<file path="src/rtl/vram_arbiter_pkg.sv">
// Shared widths, screen geometry and grant encodings for the VRAM arbiter slice.
package vram_pkg;

    localparam int unsigned ADDR_W   = 18;
    localparam int unsigned DATA_W   = 12;
    localparam int unsigned H_ACTIVE = 512;
    localparam int unsigned V_ACTIVE = 480;
    localparam int unsigned ROW_W    = 9;
    localparam int unsigned COL_W    = 10;

    typedef enum logic [1:0] {
        S_IDLE = 2'd0,
        S_DISP = 2'd1,
        S_WR   = 2'd2,
        S_RD   = 2'd3
    } grant_e;

    typedef struct packed {
        logic [ADDR_W-1:0] addr;
        logic [DATA_W-1:0] data;
    } wr_entry_t;

    function automatic logic is_active(input logic [ROW_W-1:0] row, input logic [COL_W-1:0] col);
        return (col < COL_W'(H_ACTIVE)) && (row < ROW_W'(V_ACTIVE));
    endfunction

    // H_ACTIVE is 512, so the linear pixel address is a plain concatenation.
    function automatic logic [ADDR_W-1:0] pix_addr(input logic [ROW_W-1:0] row, input logic [8:0] col);
        return {row, col};
    endfunction

endpackage

</file>
<file path="src/rtl/vram_arbiter_if.sv">
// Scan timing, VRAM port and CPU bridge signals seen by the arbiter.
interface vram_arbiter_if;
    import vram_pkg::*;

    logic [ROW_W-1:0]  row;
    logic [COL_W-1:0]  col;
    logic [DATA_W-1:0] vga_data;
    logic [ADDR_W-1:0] vram_addr;
    logic              vram_we;
    logic [DATA_W-1:0] vram_din;
    logic [DATA_W-1:0] vram_dout;
    logic              cpu_wr_req;
    logic [ADDR_W-1:0] cpu_wr_addr;
    logic [DATA_W-1:0] cpu_wr_data;
    logic              cpu_wr_ready;
    logic              cpu_rd_req;
    logic [ADDR_W-1:0] cpu_rd_addr;
    logic              cpu_rd_valid;
    logic [DATA_W-1:0] cpu_rd_data;

    modport slave (
        input  row, col, vram_dout,
        input  cpu_wr_req, cpu_wr_addr, cpu_wr_data, cpu_rd_req, cpu_rd_addr,
        output vga_data, vram_addr, vram_we, vram_din,
        output cpu_wr_ready, cpu_rd_valid, cpu_rd_data
    );

    modport master (
        output row, col, vram_dout,
        output cpu_wr_req, cpu_wr_addr, cpu_wr_data, cpu_rd_req, cpu_rd_addr,
        input  vga_data, vram_addr, vram_we, vram_din,
        input  cpu_wr_ready, cpu_rd_valid, cpu_rd_data
    );

endinterface

</file>
<file path="src/rtl/vram_arbiter_wr_fifo.sv">
// Synchronous FIFO buffering CPU writes ({addr,data}) until the display blanks.
module vram_wr_fifo
    import vram_pkg::*;
#(
    parameter int unsigned DEPTH = 4
) (
    input  logic      clk,
    input  logic      rst,
    input  logic      i_push,
    input  wr_entry_t i_push_data,
    input  logic      i_pop,
    output wr_entry_t o_pop_data,
    output logic      o_full,
    output logic      o_empty
);
    localparam int unsigned PTR_W = (DEPTH > 1) ? $clog2(DEPTH) : 1;

    wr_entry_t        r_mem [DEPTH];
    logic [PTR_W-1:0] r_wr_ptr;
    logic [PTR_W-1:0] r_rd_ptr;
    logic [PTR_W:0]   r_count;
    logic             w_push;
    logic             w_pop;

    assign o_full     = (r_count == (PTR_W+1)'(DEPTH));
    assign o_empty    = (r_count == '0);
    assign w_push     = i_push && !o_full;
    assign w_pop      = i_pop && !o_empty;
    assign o_pop_data = r_mem[r_rd_ptr];

    always_ff @(posedge clk) begin
        if (rst) begin
            r_wr_ptr <= '0;
            r_rd_ptr <= '0;
            r_count  <= '0;
        end else begin
            if (w_push) r_wr_ptr <= r_wr_ptr + PTR_W'(1);
            if (w_pop)  r_rd_ptr <= r_rd_ptr + PTR_W'(1);
            case ({w_push, w_pop})
                2'b10:   r_count <= r_count + (PTR_W+1)'(1);
                2'b01:   r_count <= r_count - (PTR_W+1)'(1);
                default: r_count <= r_count;
            endcase
        end
    end

    always_ff @(posedge clk) begin
        if (w_push) r_mem[r_wr_ptr] <= i_push_data;
    end

endmodule

</file>
<file path="src/rtl/vram_arbiter.sv">
// Single-port VRAM arbiter: scan-out owns the active region, buffered CPU writes
// then CPU reads share the blanking interval.
module vram_arbiter
    import vram_pkg::*;
#(
    parameter int unsigned FIFO_DEPTH = 4
) (
    input  logic          clk,
    input  logic          rst,
    vram_arbiter_if.slave bus
);
    grant_e            r_grant;
    grant_e            w_grant;
    grant_e            r_src2;
    logic              r_rd_inflight;
    logic              w_active;
    logic              w_fifo_full;
    logic              w_fifo_empty;
    logic              w_push;
    logic              w_pop;
    wr_entry_t         w_push_entry;
    wr_entry_t         w_head;
    logic [ADDR_W-1:0] r_vram_addr;
    logic              r_vram_we;
    logic [DATA_W-1:0] r_vram_din;
    logic [DATA_W-1:0] r_vga_data;
    logic              r_rd_valid;
    logic [DATA_W-1:0] r_rd_data;

    assign w_active     = is_active(bus.row, bus.col);
    assign w_push       = bus.cpu_wr_req && !w_fifo_full;
    assign w_pop        = (w_grant == S_WR);
    assign w_push_entry = '{addr: bus.cpu_wr_addr, data: bus.cpu_wr_data};

    vram_wr_fifo #(
        .DEPTH(FIFO_DEPTH)
    ) u_wr_fifo (
        .clk        (clk),
        .rst        (rst),
        .i_push     (w_push),
        .i_push_data(w_push_entry),
        .i_pop      (w_pop),
        .o_pop_data (w_head),
        .o_full     (w_fifo_full),
        .o_empty    (w_fifo_empty)
    );

    always_comb begin
        w_grant = S_IDLE;
        if (w_active)                              w_grant = S_DISP;
        else if (!w_fifo_empty)                    w_grant = S_WR;
        else if (bus.cpu_rd_req && !r_rd_inflight) w_grant = S_RD;
    end

    // r_grant doubles as stage 1 of the return-data source pipe; r_src2 is stage 2.
    always_ff @(posedge clk) begin
        if (rst) r_grant <= S_IDLE;
        else     r_grant <= w_grant;
    end

    always_ff @(posedge clk) begin
        if (rst) begin
            r_src2        <= S_IDLE;
            r_rd_inflight <= 1'b0;
            r_vram_addr   <= '0;
            r_vram_we     <= 1'b0;
            r_vram_din    <= '0;
            r_vga_data    <= '0;
            r_rd_valid    <= 1'b0;
            r_rd_data     <= '0;
        end else begin
            r_src2    <= r_grant;
            r_vram_we <= 1'b0;
            case (w_grant)
                S_DISP: r_vram_addr <= pix_addr(bus.row, bus.col[8:0]);
                S_WR: begin
                    r_vram_addr <= w_head.addr;
                    r_vram_din  <= w_head.data;
                    r_vram_we   <= 1'b1;
                end
                S_RD:    r_vram_addr <= bus.cpu_rd_addr;
                default: r_vram_addr <= r_vram_addr;
            endcase
            r_vga_data <= (r_src2 == S_DISP) ? bus.vram_dout : '0;
            r_rd_valid <= (r_src2 == S_RD);
            if (r_src2 == S_RD) r_rd_data <= bus.vram_dout;
            if (w_grant == S_RD)     r_rd_inflight <= 1'b1;
            else if (r_src2 == S_RD) r_rd_inflight <= 1'b0;
        end
    end

    assign bus.vga_data     = r_vga_data;
    assign bus.vram_addr    = r_vram_addr;
    assign bus.vram_we      = r_vram_we;
    assign bus.vram_din     = r_vram_din;
    assign bus.cpu_wr_ready = !w_fifo_full;
    assign bus.cpu_rd_valid = r_rd_valid;
    assign bus.cpu_rd_data  = r_rd_data;

endmodule
</file>
<file path="src/flat_wrapper.sv">
// flat-port wrapper written by rule: the top's interface ports become plain ports
module vram_arbiter_flat import vram_pkg::*;
#(
    parameter int unsigned FIFO_DEPTH = 4
)
  (clk, rst, bus_row, bus_col, bus_vram_dout, bus_cpu_wr_req, bus_cpu_wr_addr, bus_cpu_wr_data, bus_cpu_rd_req, bus_cpu_rd_addr, bus_vga_data, bus_vram_addr, bus_vram_we, bus_vram_din, bus_cpu_wr_ready, bus_cpu_rd_valid, bus_cpu_rd_data);
  vram_arbiter_if bus_i ();
  input  logic clk;
  input  logic rst;
  input wire logic [$bits(bus_i.row)-1:0] bus_row;
  input wire logic [$bits(bus_i.col)-1:0] bus_col;
  input wire logic [$bits(bus_i.vram_dout)-1:0] bus_vram_dout;
  input wire logic [$bits(bus_i.cpu_wr_req)-1:0] bus_cpu_wr_req;
  input wire logic [$bits(bus_i.cpu_wr_addr)-1:0] bus_cpu_wr_addr;
  input wire logic [$bits(bus_i.cpu_wr_data)-1:0] bus_cpu_wr_data;
  input wire logic [$bits(bus_i.cpu_rd_req)-1:0] bus_cpu_rd_req;
  input wire logic [$bits(bus_i.cpu_rd_addr)-1:0] bus_cpu_rd_addr;
  output wire logic [$bits(bus_i.vga_data)-1:0] bus_vga_data;
  output wire logic [$bits(bus_i.vram_addr)-1:0] bus_vram_addr;
  output wire logic [$bits(bus_i.vram_we)-1:0] bus_vram_we;
  output wire logic [$bits(bus_i.vram_din)-1:0] bus_vram_din;
  output wire logic [$bits(bus_i.cpu_wr_ready)-1:0] bus_cpu_wr_ready;
  output wire logic [$bits(bus_i.cpu_rd_valid)-1:0] bus_cpu_rd_valid;
  output wire logic [$bits(bus_i.cpu_rd_data)-1:0] bus_cpu_rd_data;
  assign bus_i.row = bus_row;
  assign bus_i.col = bus_col;
  assign bus_i.vram_dout = bus_vram_dout;
  assign bus_i.cpu_wr_req = bus_cpu_wr_req;
  assign bus_i.cpu_wr_addr = bus_cpu_wr_addr;
  assign bus_i.cpu_wr_data = bus_cpu_wr_data;
  assign bus_i.cpu_rd_req = bus_cpu_rd_req;
  assign bus_i.cpu_rd_addr = bus_cpu_rd_addr;
  assign bus_vga_data = bus_i.vga_data;
  assign bus_vram_addr = bus_i.vram_addr;
  assign bus_vram_we = bus_i.vram_we;
  assign bus_vram_din = bus_i.vram_din;
  assign bus_cpu_wr_ready = bus_i.cpu_wr_ready;
  assign bus_cpu_rd_valid = bus_i.cpu_rd_valid;
  assign bus_cpu_rd_data = bus_i.cpu_rd_data;
  vram_arbiter #(.FIFO_DEPTH(FIFO_DEPTH)) u_core (.clk(clk), .rst(rst), .bus(bus_i));
endmodule
</file>
<file path="config.mk">
export PLATFORM = sky130hd
export DESIGN_NAME = vram_arbiter_flat
export DESIGN_NICKNAME = d
export VERILOG_FILES = /design/src/rtl/vram_arbiter_pkg.sv /design/src/rtl/vram_arbiter_if.sv /design/src/rtl/vram_arbiter_wr_fifo.sv /design/src/rtl/vram_arbiter.sv /design/src/flat_wrapper.sv
export SDC_FILE = /design/constraint.sdc
export NUM_CORES = 1
export LEC_CHECK = 0
export CAP_MARGIN = 10
export CORE_MARGIN = 3
export CORE_UTILIZATION = 52
export CTS_CLUSTER_SIZE = 30
export DETAILED_ROUTE_END_ITERATION = 10
export GPL_TIMING_DRIVEN = 0
export PLACE_DENSITY = 0.9
export RECOVER_POWER = 100
export SLEW_MARGIN = 10
export SYNTH_ARGS = -nofsm -noshare
export SYNTH_HDL_FRONTEND = slang
export SYNTH_SLANG_ARGS = --single-unit
</file>
<file path="constraint.sdc">
create_clock -name clk -period 2.4 [get_ports clk]
set_input_delay 0.48 -clock clk [delete_from_list [all_inputs] [get_ports clk]]
set_output_delay 0.48 -clock clk [all_outputs]
set_load 0.01 [all_outputs]
</file>
# Yosys cells after proc, flatten, opt, wreduce, memory -nomap -nowiden
# Memories as Yosys holds them, arrays and structs flattened. A register that Yosys moved wholly into a read port is not among the register bits.
# Index checks and enable logic that the tools add are counted.
# totals
reg_bits	68
ramBits	120
input_bits	83
output_inout_bits	57
wordCells	53
memories	1
# memory_table
memory	depth	word_bits	rd	rd_clocked_by_memory_dff	write_ports	line_no	source
u_core.u_wr_fifo.r_mem	4	30	1	1	1	vram_arbiter_wr_fifo.sv:18	wr_entry_t r_mem [DEPTH];
# classes
add_sub_neg	4
n_lt_le_gt_ge	2
eq_ne	8
mux	12
bitwise_logic	1
n_reduce_logical	13
# op_table
op	n
18-bit case mux with 3 select lines	1
10-bit less-than comparator (second input constant)	1
2-bit 2-to-1 mux	5
9-bit less-than comparator (second input constant)	1
2-bit equality test (second input constant)	4
2-bit by 1-bit equality test with 1-bit output (second input constant)	3
3-bit case mux with 2 select lines	1
1-bit logical AND	5
1-bit 2-to-1 mux	5
2-bit by 1-bit adder with 2-bit output (second input constant)	2
2-bit nonzero test	2
3-bit by 1-bit adder with 3-bit output (second input constant)	1
3-bit equality test (second input constant)	1
1-bit logical NOT	3
3-bit logical NOT	1
3-bit nonzero test	1
3-bit by 1-bit subtractor with 3-bit output (second input constant)	1
2-bit OR reduction	1
1-bit NOT	1

# Depth between registers and ports, before layout
# depth
ltp_word	9
ltp_mapped	9

# Cells and area by module
# From an unflattened synthesis, not the netlist that was laid out.
# hier_totals
cells_unflattened	488
area_unflattened_um2	7345.8
# modules_own_cells
module	n_inst	cells_per_inst	area_each_um2	seq_area_each_um2
vram_wr_fifo	1	210	4808.4	3783.6
vram_arbiter	1	278	2537.4	1221.2

# Least setup slack after synthesis
# Ideal clock, no wire load.
# synth_timing
kind	register to register
start	reg u_core.u_wr_fifo.r_count[2]
end	reg u_core.u_wr_fifo.r_count[2]
setup_time_ns	0.070
arrival_ns	2.130
path_slack_ns	0.200
path_stages_with_launch	10
n_path_buf	1
period_less_slack_ns	2.200
cell_sequence	dfxtp_1 > or3b_1 > buf_2 > nand2_1 > ha_1 > inv_1 > fa_1 > xor2_1 > or3_1 > a21oi_1
# synth_between
elab_cells_between_ends	16
classes_between	2 x add/sub; 4 x eq/ne; 3 x mux; 7 x reduce/logical
# synth_lines
item	line_no	source
start: declaration	vram_arbiter_wr_fifo.sv:21	logic [PTR_W:0] r_count;
start signal: assignment	vram_arbiter_wr_fifo.sv:40	2'b10: r_count <= r_count + (PTR_W+1)'(1);
start signal: assignment	vram_arbiter_wr_fifo.sv:41	2'b01: r_count <= r_count - (PTR_W+1)'(1);
start signal: assignment	vram_arbiter_wr_fifo.sv:42	default: r_count <= r_count;
3-bit equality test *	vram_arbiter_wr_fifo.sv:25	assign o_full = (r_count == (PTR_W+1)'(DEPTH));
1-bit logical NOT *	n/a	
via bus_cpu_wr_ready	flat_wrapper.sv:22	output wire logic [$bits(bus_i.cpu_wr_ready)-1:0] bus_cpu_wr_ready;
1-bit logical AND	vram_arbiter.sv:31	assign w_push = bus.cpu_wr_req && !w_fifo_full;
1-bit logical AND *	vram_arbiter_wr_fifo.sv:27	assign w_push = i_push && !o_full;
2-bit by 1-bit equality test with 1-bit output / 2-bit equality test (equally long branches)	vram_arbiter_wr_fifo.sv:39	case ({w_push, w_pop})
3-bit case mux with 2 select lines / 2-bit nonzero test (equally long branches)	n/a	
# The timed path passes the listed nets; every way through them passes the cells marked *.
# A chain may end at the register's enable or synchronous reset.

# Worst setup path after layout
# layout_timing
start	in bus_row[6]
end	reg u_core.u_wr_fifo.r_count[2]
# layout_between
elab_chain_cells	7
elab_cells_between_ends	9
classes_between	1 x order compare; 3 x eq/ne; 2 x mux; 3 x reduce/logical
# layout_lines
item	line_no	source
start: declaration	flat_wrapper.sv:10	input wire logic [$bits(bus_i.row)-1:0] bus_row;
9-bit less-than comparator *	vram_arbiter_pkg.sv:24	return (col < COL_W'(H_ACTIVE)) && (row < ROW_W'(V_ACTIVE));
1-bit logical AND *	vram_arbiter_pkg.sv:24	
2-bit 2-to-1 mux *	vram_arbiter.sv:50	if (w_active) w_grant = S_DISP;
2-bit equality test *	vram_arbiter.sv:32	assign w_pop = (w_grant == S_WR);
1-bit logical AND *	vram_arbiter_wr_fifo.sv:28	assign w_pop = i_pop && !o_empty;
via u_core.u_wr_fifo.w_pop	vram_arbiter_wr_fifo.sv:23	logic w_pop;
2-bit by 1-bit equality test with 1-bit output / 2-bit equality test (equally long branches)	vram_arbiter_wr_fifo.sv:39	
3-bit case mux with 2 select lines / 2-bit nonzero test (equally long branches)	n/a	
# Marked as above.

==> results.ini <==
[hold_path]
holdPathStages = 1
hold_class = reg -> reg

[power]
ir_drop_mv = 0.6316
leakage_nw = 3.378
power_density_nw_per_um2 = 973.5

[timing]
final.setup.worst_slack_ps = 7.761
max_freq_mhz = 418.0
finalSetupViolCount = 0
fin_setup_tns_ps = 0
skew_ps = 10.95
slew_viol_final = 0
hold_violations = 0
timing.final.crit_period_ps = 2392
slew_headroom_pct = 43.55
worstMarginPinSlew_ps = 846.8
min_period_over_period_pct = 99.68

[synth]
synth_top_family_by_area = simple AND/OR/NAND/NOR gates
synth_compound_area_share_pct = 8.446
yosysWarningCount = 0
synth_flop_cell = edfxtp_1
syn_area_per_cell_um2 = 14.94
synthArstFlopShare_pct = 0
synth_fa_ha_area_share_pct = 1.131
ys_seq_area_share_pct = 68.53
netlist_area_um2 = 7303
synth_mux_area_share_pct = 9.388
synthCells = 489
synth_fp_nets = 578
ys_types = 42
synth_edf_count = 120
synthSimpleGateAreaFrac_pct = 9.525
synthXorXnorAreaFrac_pct = 0.2398
synth-seq-cells = 190

[flow_run]
maxCapViolCount = 0

[setup_path]
cp.arrival_ps = 2740
start_kind = input pin
crit_fanout = 3
r2r_slack_ps = 20
required_ps = 2740
critPathKind = in -> reg
crit_path_end_kind = register
ff2ff_path_depth = 9

[drt]
routed_wl_um = 17460
routed-wl-met3_um = 1395
met2_length_um = 8853
m1WireLength_um = 6661
wl_per_cell_um = 20.89
ant_nets = 0
drc = 0
vias_per_cell = 5.816
routed.top_layer = met5
firstDrtPassIters = 5
num_vias = 4862
drt_iter0_markers = 363

[floorplan]
ios = 140
die_w_um = 124.5
rows = 42
die-area_um2 = 15500
die_y_um = 124.5
core_um2 = 13510
initial_core_util_pct = 54.08

[clocking]
htreeDepth = 4
hold_buffers = 0
cts_max_path_buffers = 2
cts_root_buf = clkbuf_16
clock-sinks = 190
clock_latency_ps = 430
cts_tree = done
clk_pin_slew_worst_paths_ps = 70
cts_buffers = 17

[placement]
numPortBuffers = 138
globalplace.congestion = 0.8574
dp_hpwl_um = 11900
dp.cells = 803
place_ws_ps = -590.1

[final_layout]
final_common_cell = edfxtp_1
insertedDiodeCount = 0
synthToLayoutAreaGrowth_pct = 30.58
final_cell_mix = edfxtp_1 (120), dlygate4sd3_1 (87), dfxtp_1 (67)
finalNetCount = 736
stdcell_count = 836
final_layout_size_suffix_gt1_share_pct = 13.64

[global_route]
grt_first_pass_wirelength_um = 27430
grt_max_degree = 31
grt.total_usage_pct = 22.97
antenna_found_initial = 1
overflow = 0
grt_pass1_vias = 4977

[run_status]
status = completed

## power breakdown
part | total, mW | internal (mW) | switching (mW)
combinational | 2.40 | 1.08 | 1.32
clock | 2.83 | 1.64 | 1.19
sequential | 4.06 | 3.87 | 0.193
## area by class of cell
cell class / instances / area, um2
inverter: 6 / 22.52
clock inverter: 10 / 123.9
timing repair buffer: 139 / 1385
sequential: 190 / 5009
buffer: 35 / 178.9
multi-input combinational: 258 / 2122
clock buffer: 22 / 475.5
tap: 176 / 220.2
fill: 822 / 3969
## cells in the mapped netlist, types with 2 or more instances
library cell,n,area share [%]
a211oi_1,15,1.5
a21o_1,2,0.21
a21oi_1,31,2.1
a31oi_1,3,0.26
and2_1,13,1.1
and3_1,4,0.34
and3b_1,14,1.7
buf_1,4,0.21
buf_2,10,0.69
buf_6,4,0.62
clkbuf_1,16,0.82
dfxtp_1,70,19
edfxtp_1,120,49
ha_1,5,0.86
inv_1,6,0.31
mux4_2,30,9.3
nand2_1,29,1.5
nand2b_1,2,0.17
nand3_1,14,0.96
nand3b_1,14,1.4
nor2_1,24,1.2
nor2b_1,3,0.26
nor3_1,2,0.14
o21ai_0,17,1.2
o21ba_2,3,0.41
o31ai_1,14,1.4
o41ai_1,2,0.24
or3_1,3,0.26
xor2_1,2,0.24
## critical path, stage by stage
cell and delay, ps:
clkdlybuf4s50_1 570, a41oi_4 170, nor2_2 200, ha_2 230, inv_1 60, fa_2 340, xor2_1 190, or3_1 330
a21oi_1 160
## final timing paths
| path | to | start |
|---|---|---|
| hold / removal | u_core.r_src2[1]$_SDFF_PP0_ | u_core.r_grant[1]$_SDFF_PP0_ |
| hold reg to reg | u_core.r_src2[1]$_SDFF_PP0_ | u_core.r_grant[1]$_SDFF_PP0_ |
| setup reg to reg | u_core.u_wr_fifo.r_count[2]$_SDFFE_PP0P_ | u_core.u_wr_fifo.r_count[2]$_SDFFE_PP0P_ |
| setup / recovery | u_core.u_wr_fifo.r_count[2]$_SDFFE_PP0P_ | bus_row[6] |
## per-layer routing
layer  up-vias  track usage, %
met2       267           38.96
li1       2195               -
met4         2           10.44
met1      2356           28.03
met3        42           5.360
met5         -               0
## flip-flops by register name (all words and copies together), names as in the netlist, named ones only
register	count
u_core.bus.vram_we	1
u_core.bus.vram_addr	18
u_core.bus.vram_din	12
u_core.r_grant	2
u_core.r_src2	2
u_core.bus.cpu_rd_valid	1
u_core.u_wr_fifo.r_count	3
u_core.u_wr_fifo.r_mem	120
u_core.r_rd_inflight	1
u_core.u_wr_fifo.r_wr_ptr	2
u_core.u_wr_fifo.r_rd_ptr	2
u_core.bus.vga_data	12
u_core.bus.cpu_rd_data	12
## repair_timing
action | CTS | global route
gates cloned | 0 | 0
resized for setup | 5 | 3
pin swaps | 2 | 0
setup endpoints to repair | 2 | 1
setup buffers | 1 | 0
## kinds of logic after synthesis
group | count (synthesis)
DFF | 190
and+or+nand+nor | 125
AOI/OAI and AO/OA | 94
buffers and inverters | 41
muxes | 31
adders and majority gates | 6
xor gates and xnor gates | 2
## per-stage QoR
step	power (mW)	utilization (%)	instance area, um2	hold slack, ps
2_1_floorplan	5.572	-	7303	413.8
3_3_place_gp	6.425	65.93	8905	420.6
3_5_place_dp	6.522	65.97	8910	431.4
4_1_cts	9.362	70.60	9535	432.2
5_1_grt	9.671	70.61	9537	458.4
6_report	9.284	70.61	9537	442.4
Power figures use the tool's default switching activity.
